## config.mk

```make
export PLATFORM = sky130hd
export DESIGN_NAME = ifetch_queue
export DESIGN_NICKNAME = d
export VERILOG_FILES = /design/src/rtl/tta_pkg.sv /design/src/rtl/ifq_fifo.sv /design/src/rtl/ifetch_queue.sv
export SDC_FILE = /design/constraint.sdc
export NUM_CORES = 1
export LEC_CHECK = 0
export CAP_MARGIN = 20
export CORE_ASPECT_RATIO = 0.6
export CORE_MARGIN = 2
export CORE_UTILIZATION = 40
export CTS_CLUSTER_SIZE = 24
export DETAILED_ROUTE_END_ITERATION = 6
export HOLD_SLACK_MARGIN = 0.1
export PLACE_DENSITY_LB_ADDON = 0.08
export REMOVE_ABC_BUFFERS = 1
export SLEW_MARGIN = 20
export SYNTH_ARGS = -nofsm -noshare
export SYNTH_HDL_FRONTEND = slang
export SYNTH_SLANG_ARGS = --single-unit
```

## constraint.sdc

```tcl
create_clock -name clk -period 3.65 [get_ports clk]
set_input_delay 0.73 -clock clk [delete_from_list [all_inputs] [get_ports clk]]
set_output_delay 0.73 -clock clk [all_outputs]
set_load 0.02 [all_outputs]
```

## src/rtl/tta_pkg.sv

```systemverilog
// Shared types for the fetch front end.
//   WORD_W        : instruction and address word width (24 bits)
//   word_t        : one 24-bit word
//   RESET_PC      : default first fetch address after reset
//   fetch_entry_t : queue entry holding an instruction word and its address
package tta_pkg;

  localparam int WORD_W = 24;

  typedef logic [WORD_W-1:0] word_t;

  localparam word_t RESET_PC = 24'h000000;

  typedef struct packed {
    word_t addr;
    word_t data;
  } fetch_entry_t;

endpackage

```

## src/rtl/ifq_fifo.sv

```systemverilog
// Synchronous in-order FIFO of fetch entries.
// Ports:
//   clk, rst    : clock, synchronous active-high reset
//   flush       : empties the FIFO; wins over push and pop in the same cycle
//   push        : write push_entry at the tail
//   push_entry  : entry to write
//   pop         : drop the head entry (ignored when empty)
//   head        : current head entry (stale contents when count is zero)
//   count       : number of valid entries, 0..DEPTH
module ifq_fifo
  import tta_pkg::*;
#(
  parameter int DEPTH = 4,
  localparam int CNT_W = $clog2(DEPTH + 1)
) (
  input  logic             clk,
  input  logic             rst,
  input  logic             flush,
  input  logic             push,
  input  fetch_entry_t     push_entry,
  input  logic             pop,
  output fetch_entry_t     head,
  output logic [CNT_W-1:0] count
);

  localparam int PTR_W = (DEPTH > 1) ? $clog2(DEPTH) : 1;

  fetch_entry_t mem [DEPTH];
  logic [PTR_W-1:0] wr_ptr;
  logic [PTR_W-1:0] rd_ptr;
  logic do_push;
  logic do_pop;

  // DEPTH is a power of two, so the pointers wrap naturally.
  assign do_push = push && !flush;
  assign do_pop  = pop && !flush && (count != '0);

  always_ff @(posedge clk) begin
    if (rst || flush) begin
      wr_ptr <= '0;
      rd_ptr <= '0;
      count  <= '0;
    end else begin
      if (do_push) wr_ptr <= wr_ptr + 1'b1;
      if (do_pop)  rd_ptr <= rd_ptr + 1'b1;
      count <= count + CNT_W'(do_push) - CNT_W'(do_pop);
    end
  end

  // Storage needs no reset: the top never presents head while count is zero.
  always_ff @(posedge clk) begin
    if (do_push) mem[wr_ptr] <= push_entry;
  end

  assign head = mem[rd_ptr];

endmodule

```

## src/rtl/ifetch_queue.sv

```systemverilog
// Instruction prefetch queue between instruction memory and the core.
// Issues sequential word reads, keeps returned words with their addresses
// in an in-order FIFO, and flushes on a redirect from the core. Responses to
// requests issued before a redirect are counted in 'drop' and discarded.
// Ports:
//   clk, rst          : clock, synchronous active-high reset
//   redirect          : one-cycle flush pulse, new PC in redirect_addr
//   redirect_addr     : new fetch address
//   mem_req/mem_addr  : memory read request and word address
//   mem_gnt           : request accepted this cycle
//   mem_rvalid/rdata  : in-order read response
//   instr_valid/data/addr : queue head toward the core
//   instr_ready       : core consumes the head
// Build option:
//   IFQ_BYPASS_EN     : when defined, a response arriving at an empty queue
//                       is presented to the core in the same cycle.
module ifetch_queue
  import tta_pkg::*;
#(
  parameter int    DEPTH      = 4,
  parameter word_t RESET_ADDR = RESET_PC
) (
  input  logic  clk,
  input  logic  rst,
  input  logic  redirect,
  input  word_t redirect_addr,
  output logic  mem_req,
  output word_t mem_addr,
  input  logic  mem_gnt,
  input  logic  mem_rvalid,
  input  word_t mem_rdata,
  output logic  instr_valid,
  output word_t instr_data,
  output word_t instr_addr,
  input  logic  instr_ready
);

  localparam int CNT_W = $clog2(DEPTH + 1);
  // live + drop never exceeds 2*DEPTH-1.
  localparam int OUT_W = $clog2(2 * DEPTH);
  localparam int OCC_W = OUT_W + 1;

  word_t            fetch_addr;
  logic [OUT_W-1:0] live;
  logic [OUT_W-1:0] drop;
  logic [CNT_W-1:0] fifo_count;
  logic [OCC_W-1:0] occupancy;

  fetch_entry_t fifo_head;
  fetch_entry_t resp_entry;
  fetch_entry_t head_entry;
  fetch_entry_t last_entry;

  logic grant;
  logic resp_keep;
  logic resp_drop;
  logic bypass_hit;
  logic pop_fire;
  logic fifo_push;
  logic fifo_pop;

  // Slots already holding a word plus slots reserved by live requests;
  // reserving at grant time is what keeps pushes from overflowing.
  assign occupancy = OCC_W'(fifo_count) + OCC_W'(live);

  assign mem_req  = !rst && !redirect && (occupancy < OCC_W'(DEPTH));
  assign mem_addr = fetch_addr;
  assign grant    = mem_req && mem_gnt;

  assign resp_keep = mem_rvalid && (drop == '0);
  assign resp_drop = mem_rvalid && (drop != '0);

  // Live requests are the contiguous addresses just below fetch_addr, so
  // the oldest one (the response now returning) sits 'live' words back.
  assign resp_entry.addr = fetch_addr - WORD_W'(live);
  assign resp_entry.data = mem_rdata;

`ifdef IFQ_BYPASS_EN
  assign bypass_hit = (fifo_count == '0) && resp_keep && !redirect && !rst;
`else
  assign bypass_hit = 1'b0;
`endif

  assign head_entry  = bypass_hit ? resp_entry : fifo_head;
  assign instr_valid = !rst && !redirect && ((fifo_count != '0) || bypass_hit);
  assign pop_fire    = instr_valid && instr_ready;

  // A bypassed word that the core takes immediately never enters the FIFO.
  assign fifo_pop  = pop_fire && !bypass_hit;
  assign fifo_push = resp_keep && !redirect && !(bypass_hit && instr_ready);

  assign instr_addr = instr_valid ? head_entry.addr : last_entry.addr;
  assign instr_data = instr_valid ? head_entry.data : last_entry.data;

  // Redirect beats grant/response/pop: every outstanding request, including
  // one answered this very cycle, is moved to the discard count.
  always_ff @(posedge clk) begin
    if (rst) begin
      fetch_addr <= RESET_ADDR;
      live       <= '0;
      drop       <= '0;
    end else if (redirect) begin
      fetch_addr <= redirect_addr;
      live       <= '0;
      drop       <= drop + live - OUT_W'(mem_rvalid);
    end else begin
      if (grant) fetch_addr <= fetch_addr + 1'b1;
      live <= live + OUT_W'(grant) - OUT_W'(resp_keep);
      drop <= drop - OUT_W'(resp_drop);
    end
  end

  // Holds the last presented word so the outputs stay put while invalid.
  always_ff @(posedge clk) begin
    if (rst) begin
      last_entry <= '0;
    end else if (instr_valid) begin
      last_entry <= head_entry;
    end
  end

  ifq_fifo #(
    .DEPTH(DEPTH)
  ) u_fifo (
    .clk        (clk),
    .rst        (rst),
    .flush      (redirect),
    .push       (fifo_push),
    .push_entry (resp_entry),
    .pop        (fifo_pop),
    .head       (fifo_head),
    .count      (fifo_count)
  );

endmodule

```

==> results.cfg <==
[worst_setup_path]
critPathSlowestCell = nor3_1
critical_path_buf_inv_count = 2
cp.required_ns = 2.92
cp-start-kind = register
crit_arrival_ns = 2.82
endpoint_kind = output pin
path_cells = nor3_1 > nor2_4 > buf_12 > mux2_2 > clkdlybuf4s50_1
path_delay_family = buffers and inverters
cp_max_fo = 32
cp_slowest_stage_delay_ns = 0.72
path_class = register to output pin

[grt]
grt_max_degree = 74
grt_pass1_wl_um = 41380
grt_overflow = 0
antenna_found_initial = 0
first_global_vias = 7048
grtUsageTotal = 0.1790

[die]
row_count = 48
ios = 128
die_x_um = 223.5
coreArea_um2 = 28590
die_y_um = 135.7
initial_core_util = 0.4043
die-area_um2 = 30320

[timing]
setup_viol = 0
drv_slew = 0
post-route-period-util = 0.9736
max_freq_mhz = 281.4
period_needed_ns = 3.554
setup_ws_ns = 0.09640
worst_pin_slew_ns = 0.8955
finalSetupTns_ns = 0
slew_headroom = 0.4030
skew_ns = 0.009031
grt_setup_unrepaired = false
hold_viol_final = 0

[logic_synthesis]
ys_seq_elements = 279
synth_cell_types = 54
synth_area_leaders = edfxtp_1, dfxtp_1, mux4_2
netlist_area_um2 = 11560
synth-compound-area-share = 0.03020
yosysTopAreaCell = edfxtp_1
muxShareOfSynthArea = 0.1458
synth-adder-area-share = 0.02750
yosys.area_share.simple = 0.09991
ys_warn_count = 0
netlist_instances = 767
synth_top_family_by_area = multiplexers
yosysSeqAreaShare = 0.6495
synth.avg_cell_area_um2 = 15.07
synth_xor_xnor_area_share = 0.02425
synth-main-ff-cell = edfxtp_1
yosysTopAreaCellShare = 0.4988
async_reset_ff_frac = 0
synth_edf_count = 192

[place]
dp_cells = 1246
hpwl_um = 17550
globalplace.congestion = 0.7973
dpl_worst_slack_ns = 0.1429
port_buffers = 127

[clock_network]
worstSkewPairLatency_ns = 0.53
clk_pin_slew_ns = 0.06
cts_max_level = 1
cts_buffer_depth = 3
root_buffer = clkbuf_16
postCtsHoldBufs = 0
cts_tree = built
cts_buffers = 27
post_cts_buffers = 0
numClockSinks = 279

[finish]
stdcell_count = 1295
fillers = 2442
drive_above_1_share = 0.1848
final_core_util = 0.4984
fin_nets = 977
syn_to_final_growth_pct = 23.27
antennaDiodeCount = 0

[route]
ant_nets = 0
wl_per_cell_um = 20.71
finalWirelength_um = 26820
drtPass1Iterations = 5
drtIter0Drc = 453
vias = 6827
vias_per_cell = 5.272
route.detailed.drc = 0

[pwr]
p_per_area_nw_per_um2 = 494.7
vdd.ir_drop.worst_v = 0.0002994
total_power_uw = 7048
p_leak_uw = 0.004828

[hold_path]
hold_path.class = register to register

[job]
cap_viol_max_count = 0

[run_status]
status = finished, final reports clean
[report_power, final]
group	total, µW	internal [µW]	leakage (µW)	switching [µW]
Combinational	781	343	0.00197	438
Sequential	3630	3550	0.00246	76.9
Clock	2640	1490	0.000404	1150
Total	7050	5390	0.00483	1660
[tightest hold or removal path, cell delays in order (launching register included)]
cell	delay [ns]
dfxtp_1	0.35
nand2_1	0.07
a21oi_1	0.06
[through the flow]
step	hold WS, ns	cell area (µm²)
2_1_floorplan	0.4692	11380
3_3_place_gp	0.4798	13420
3_5_place_dp	0.5032	13420
4_1_cts	0.5152	14240
5_1_grt	0.5386	14250
6_report	0.5243	14250
[layout by cell type, fill, tap and decap left out, types with 11 or more instances in the layout]
master	instances
xnor2_1	16
ha_1	19
nor2_1	37
a21oi_1	14
clkdlybuf4s50_1	126
nand3_1	20
edfxtp_1	192
xor2_1	16
mux2_2	51
inv_1	21
mux4_2	48
nor3_1	17
nor2b_1	51
nand2_1	37
dfxtp_1	85
clkbuf_16	27
buf_4	11
[metal layers]
layer  global-route usage  wire, µm  share of wire  up-vias
met5                    0         0              0        -
met4              0.03333       433          0.016        0
met3              0.03643      1376          0.051       34
met2               0.2960     12660           0.47      173
met1               0.2483     12350           0.46     3483
li1                     -         -              -     3137
[layout make-up]
cell class / count / area, µm² / area share
Clock buffer: 38 / 747.0 / 0.05242
Multi-Input combinational cell: 421 / 3800 / 0.2667
Timing Repair Buffer: 149 / 1560 / 0.1095
Clock inverter: 11 / 77.57 / 0.005444
Inverter: 22 / 82.58 / 0.005796
Sequential cell: 279 / 7512 / 0.5272
Tap cell: 375 / 469.2 / 0.03293
[final timing paths]
| check | from | endpoint | slack, ns | cells past startpoint |
|---|---|---|---|---|
| hold reg to reg | u_fifo.wr_ptr[1]$_SDFFE_PP0N_ | u_fifo.wr_ptr[1]$_SDFFE_PP0N_ | 0.52 | 2 |
| setup / recovery | u_fifo.count[1]$_SDFF_PP0_ | instr_data[8] | 0.1 | 5 |
| hold / removal | u_fifo.wr_ptr[1]$_SDFFE_PP0N_ | u_fifo.wr_ptr[1]$_SDFFE_PP0N_ | 0.52 | 2 |
| setup reg to reg | u_fifo.count[1]$_SDFF_PP0_ | u_fifo.count[2]$_SDFF_PP0_ | 0.66 | 12 |
[cells by family after synthesis]
group,count (synthesis)
XOR/XNOR,32
AND/OR/NAND/NOR,212
multiplexers,102
flip-flops,279
buffers and inverters,67
adder cells (fa/ha/maj),23
AO/OA/AOI/OAI,52
[registers in the layout, summed over array words and instances, names as in the netlist, named ones only]
signal / count
last_entry: 48
drop: 3
live: 3
mem_addr: 24
u_fifo.count: 3
u_fifo.wr_ptr: 2
u_fifo.rd_ptr: 2
u_fifo.mem: 192
[cell usage after synthesis, types with 4 or more instances]
| master | n |
|---|---|
| mux2_2 | 51 |
| inv_1 | 21 |
| o21ai_0 | 7 |
| fa_1 | 4 |
| nand3_1 | 20 |
| clkbuf_1 | 33 |
| ha_1 | 19 |
| and2_1 | 9 |
| nor3_1 | 17 |
| a21oi_1 | 14 |
| nor4_1 | 7 |
| nand2_1 | 37 |
| buf_2 | 10 |
| xnor2_1 | 16 |
| nand4_1 | 7 |
| nor2b_1 | 51 |
| mux4_2 | 48 |
| nor2_1 | 38 |
| edfxtp_1 | 192 |
| nand2b_1 | 4 |
| xor2_1 | 16 |
| a31oi_1 | 10 |
| dfxtp_1 | 87 |
| or4_1 | 4 |
[what timing repair did]
item | CTS | global route
hold endpoints to repair | 0 | 0
gates resized for setup | 0 | 1
setup endpoints to repair | 0 | 10
Note: power is estimated with default switching activity, not from simulation.
